`src/rtl/mul_ctrl.sv`:
```
// Issue/writeback controller between MDU dispatch and the 3-stage multiplier, one op in flight.
// Latency: multiplied op request T -> mul_valid_o T+1 -> wb_valid_o T+4; zero-operand bypass -> wb_valid_o T+1.
// Backpressure: req_ready_o only in IDLE or when DONE drains; wb_ready_i low holds DONE; result pulse always absorbed in WAIT.
module mul_ctrl #(
  parameter int TAG_WIDTH   = 6,
  parameter int ZERO_BYPASS = 1
) (
  input  logic                 clk,
  input  logic                 a_rst_n,
  input  logic                 flush_i,
  input  logic                 req_valid_i,
  output logic                 req_ready_o,
  input  logic [1:0]           req_op_i,
  input  logic [31:0]          req_src0_i,
  input  logic [31:0]          req_src1_i,
  input  logic [TAG_WIDTH-1:0] req_tag_i,
  input  logic [4:0]           req_rd_i,
  output logic                 mul_valid_o,
  input  logic                 mul_ready_i,
  output logic                 mul_signed_o,
  output logic [31:0]          multiplicand_o,
  output logic [31:0]          multiplier_o,
  input  logic                 mul_res_valid_i,
  output logic                 mul_res_ready_o,
  input  logic [63:0]          mul_res_i,
  output logic                 wb_valid_o,
  input  logic                 wb_ready_i,
  output logic [31:0]          wb_data_o,
  output logic [TAG_WIDTH-1:0] wb_tag_o,
  output logic [4:0]           wb_rd_o
);

  typedef enum logic [1:0] {IDLE, ISSUE, WAIT, DONE} state_t;

  state_t               state;
  logic [1:0]           op;
  logic [TAG_WIDTH-1:0] tag;
  logic [4:0]           rd;
  logic                 accept;
  logic                 bypass;
  logic                 high_word;

  // A new op enters when idle, or in the same cycle the finished op drains (no bubble); flush blocks entry.
  assign req_ready_o  = !flush_i && ((state == IDLE) || ((state == DONE) && wb_ready_i));
  assign accept       = req_valid_i && req_ready_o;
  assign bypass       = (ZERO_BYPASS != 0) && ((req_src0_i == 32'd0) || (req_src1_i == 32'd0));
  // Only MULH.WU is unsigned; reserved encoding behaves as MUL.W.
  assign mul_signed_o = (op != 2'b10);
  assign high_word    = (op == 2'b01) || (op == 2'b10);

  // Controller FSM with registered handshake outputs and result holding registers.
  always_ff @(posedge clk or negedge a_rst_n) begin
    if (!a_rst_n) begin
      state           <= IDLE;
      mul_valid_o     <= 1'b0;
      mul_res_ready_o <= 1'b0;
      wb_valid_o      <= 1'b0;
      wb_data_o       <= '0;
      wb_tag_o        <= '0;
      wb_rd_o         <= '0;
      op              <= '0;
      multiplicand_o  <= '0;
      multiplier_o    <= '0;
      tag             <= '0;
      rd              <= '0;
    end else if (flush_i) begin
      state           <= IDLE;
      mul_valid_o     <= 1'b0;
      mul_res_ready_o <= 1'b0;
      wb_valid_o      <= 1'b0;
      wb_data_o       <= '0;
      wb_tag_o        <= '0;
      wb_rd_o         <= '0;
      op              <= '0;
      multiplicand_o  <= '0;
      multiplier_o    <= '0;
      tag             <= '0;
      rd              <= '0;
    end else begin
      case (state)
        IDLE: begin
        end
        ISSUE: begin
          if (mul_ready_i) begin
            state           <= WAIT;
            mul_valid_o     <= 1'b0;
            mul_res_ready_o <= 1'b1;
          end
        end
        WAIT: begin
          if (mul_res_valid_i) begin
            state           <= DONE;
            mul_res_ready_o <= 1'b0;
            wb_valid_o      <= 1'b1;
            wb_data_o       <= high_word ? mul_res_i[63:32] : mul_res_i[31:0];
            wb_tag_o        <= tag;
            wb_rd_o         <= rd;
          end
        end
        DONE: begin
          if (wb_ready_i) begin
            state      <= IDLE;
            wb_valid_o <= 1'b0;
          end
        end
      endcase
      // Capture overrides the drain above so DONE can hand straight over to the next op.
      if (accept) begin
        op             <= req_op_i;
        multiplicand_o <= req_src0_i;
        multiplier_o   <= req_src1_i;
        tag            <= req_tag_i;
        rd             <= req_rd_i;
        if (bypass) begin
          state       <= DONE;
          mul_valid_o <= 1'b0;
          wb_valid_o  <= 1'b1;
          wb_data_o   <= 32'd0;
          wb_tag_o    <= req_tag_i;
          wb_rd_o     <= req_rd_i;
        end else begin
          state       <= ISSUE;
          mul_valid_o <= 1'b1;
          wb_valid_o  <= 1'b0;
        end
      end
    end
  end

endmodule

```
`config.mk`:
```
export PLATFORM = sky130hd
export DESIGN_NAME = mul_ctrl
export DESIGN_NICKNAME = d
export VERILOG_FILES = /design/src/rtl/mul_ctrl.sv
export SDC_FILE = /design/constraint.sdc
export NUM_CORES = 1
export LEC_CHECK = 0
export CAP_MARGIN = 10
export CORE_MARGIN = 3
export CORE_UTILIZATION = 32
export DETAILED_ROUTE_END_ITERATION = 8
export SETUP_SLACK_MARGIN = 0.4
export SYNTH_ARGS = -nofsm -noshare
export SYNTH_HDL_FRONTEND = slang
export SYNTH_SLANG_ARGS = --single-unit
export TNS_END_PERCENT = 30
```
`constraint.sdc`:
```
create_clock -name clk -period 2.4 [get_ports clk]
set_clock_uncertainty 0.15 [all_clocks]
set_input_delay 0.48 -clock clk [delete_from_list [all_inputs] [get_ports clk]]
set_output_delay 0.48 -clock clk [all_outputs]
set_load 0.05 [all_outputs]
```
==> metrics.cfg <==
[outcome]
status=finished clean

[power]
power.density_mw_per_mm2=682
switching_share_pct=31.2
p_leak_nw=5.29
p_seq_share_pct=36.5
finalPower_w=0.00655
peakVddDrop_v=0.000488
power.internal_w=0.00451
p_comb_share_pct=27.4
p_clk_share_pct=36.1
p_sw_w=0.00205

[yosys]
synth.cell_area_mm2=0.00586
yosys-top-cells-area=dfrtp_1 53%, nand2_1 10%, nand3b_1 9.7%
synth_top_area_share_pct=53.4
synth_area_per_cell_um2=9.82
synth_nets=745
synth_cell_types=35
ys_ff_latch=125
yosys.area.top_type=dfrtp_1
yosysSeqAreaShare_pct=53.4
yosysWarnings=0
syn-instance-count=596

[die]
dieArea_mm2=0.0200
io_pins=260
die_w_um=141
rows=48
die_h_um=141
start_util_pct=33.3
coreArea_mm2=0.0176

[routing]
wire_per_inst_um=17.1
vias=5413
first_pass_iters=4
drt-initial-drc-count=168
routed_wl_mm=18.9
viasPerCell=4.91
drc_errors=0
antenna_left=0

[timing]
drv_slew=0
hold_slack_ps=8.15
fin_ws_ps=186
final-setup-viol-count=0
fin_crit_sh_pct=92.2
hold_viol=0
rsz0062_at_grt=true
tightest_slew_ps=700
max_clock_freq_mhz=452
max_slew_margin_pct=53.3
finalCriticalPeriod_ps=2210

[grt]
grt_pass1_vias=5608
gr-usage-all-layers_pct=18.7
antenna_found_initial=0
grt_pass1_wl_mm=29.8
grt.overflow.total=0
grt_max_degree=126

[critical_path]
crit_arrival_ps=1580
crit_start=wb_tag_o[1]
cp_top_family=buffers and inverters
slowest_stage=clkdlybuf4s50_1
crit_chain=clkdlybuf4s50_1
critPathRequiredTime_ps=1770
r2r_start=state[1]
crit_path_end_kind=output port
path_buf_inv=1
crit_path_max_incr_delay_ps=830
critical_path_class=flip-flop to output port
start_kind=flip-flop
worstPathMaxFanout=2

[clocking]
path_clk_slew_ps=50
clk_latency_ps=400
cts_tree=yes
cts_buffers=17
cts_sinks=125
htree_levels=4
cts_buffer_depth=2
root_buffer=clkbuf_16

[hold_path]
min_path_type=primary input to async pin

[final_layout]
mostFrequentLayoutCell=nand2_1
utilization_pct=54.6
final_cell_mix=155 x nand2_1, 137 x clkdlybuf4s50_1, 124 x dfrtp_1, 76 x nand3b_1, 69 x dlygate4sd2_1
layout-drive-gt1-share_pct=11.1
final_nets=1019
n_antenna_cell=0
syn_to_final_growth_pct=64.1
fin_area_mm2=0.00961

[placed_design]
dp_hpwl_mm=13.4
place_area_mm2=0.00890
gp_congestion=0.794
port_buffers=259
pre_cts_ws_ps=-388

[run]
cap_violations=0

==> worst register-to-register path, delay by kind of cell (launching register included) <==
kind,cells,cell delay (ps)
AOI/OAI and AO/OA,2,230
DFF,1,450
buffers and inverters,1,250
and+or+nand+nor,3,680
==> area by class of cell <==
class / instances / area, um^2
Clock buffer: 24 / 502
Clock inverter: 2 / 35.0
Fill cell: 1544 / 7990
Inverter: 15 / 56.3
Multi-Input combinational cell: 410 / 2540
Sequential cell: 125 / 3130
Tap cell: 225 / 282
Timing Repair Buffer: 301 / 3060
==> what timing repair did <==
| action | CTS | global route |
|---|---|---|
| endpoints found under the setup margin | 157 | 150 |
| hold buffers | 0 | 0 |
| resized for setup | 101 | 45 |
| buffers inserted | 2 | 0 |
| pin swaps | 12 | 0 |
| cloned | 2 | 0 |
==> metrics by stage <==
step | TNS [ps] | instances
final | 0 | 1102
after global routing | 0 | 1102
after CTS | 0 | 1102
after detailed placement | -12500 | 1072
after global placement | -12280 | 1072
after floorplan | 0 | 596
==> synth_stat cells, drive strengths merged <==
master  count
a21o        1
clkbuf     18
nand4       4
o21bai      1
nand2b      2
dfrtp     125
a21oi       5
nor2       37
o22ai       2
or4b        1
o21ai       2
a211oi     43
and3        1
nand3       1
nor2b      12
a221oi     12
inv        15
nand2     156
ha          1
nor4       16
or2         1
mux2i      32
buf        28
o31ai       1
and2        2
a211o       1
nand3b     76
==> power groups by stage <==
stage                     registers, W  clock network (W)  logic [W]
final                          0.00239            0.00237    0.00180
after global routing           0.00241            0.00252    0.00191
after CTS                      0.00239            0.00243    0.00182
after detailed placement       0.00242                  0    0.00185
after global placement         0.00241                  0    0.00183
after floorplan                0.00294                  0   0.000513
==> per-layer routing <==
| layer | GRT usage (%) | vias up | wire (um) |
|---|---|---|---|
| met1 | 23.1 | 2598 | 7700 |
| met2 | 31.0 | 193 | 9350 |
| met3 | 5.86 | 30 | 1310 |
| met4 | 6.78 | 0 | 496 |
| met5 | 0 | - | 0 |
| li1 | - | 2592 | - |
==> kinds of logic (layout without fill, tap and decap cells) <==
family | after synthesis | count (layout) | synth area share (%)
buf+inv | 61 | 342 | 5.17
flops | 125 | 125 | 53.4
fa+ha+maj | 1 | 1 | 0.214
compound gates | 68 | 68 | 9.25
mux | 32 | 32 | 5.47
simple gates | 309 | 309 | 26.5
==> flip-flops by register name, indices dropped and copies added, names as in the netlist <==
register and cells:
state 2, rd 5, mul_valid_o 1, wb_tag_o 6
tag 6, mul_res_ready_o 1, multiplier_o 32, wb_valid_o 1
multiplicand_o 32, wb_data_o 32, wb_rd_o 5, op 2
==> final timing paths <==
| kind | endpoint | slack (ps) | cells past startpoint |
|---|---|---|---|
| setup / recovery | wb_tag_o[1] | 190 | 1 |
| hold / removal | multiplier_o[3] | 8 | 2 |
| setup reg to reg | wb_tag_o[2] | 530 | 6 |
| hold reg to reg | wb_valid_o | 350 | 1 |
| max in group asynchronous | multiplicand_o[13] | 1540 | 2 |
| min in group clk | multiplicand_o[20] | 180 | 3 |
Power figures use the tool's default switching activity.
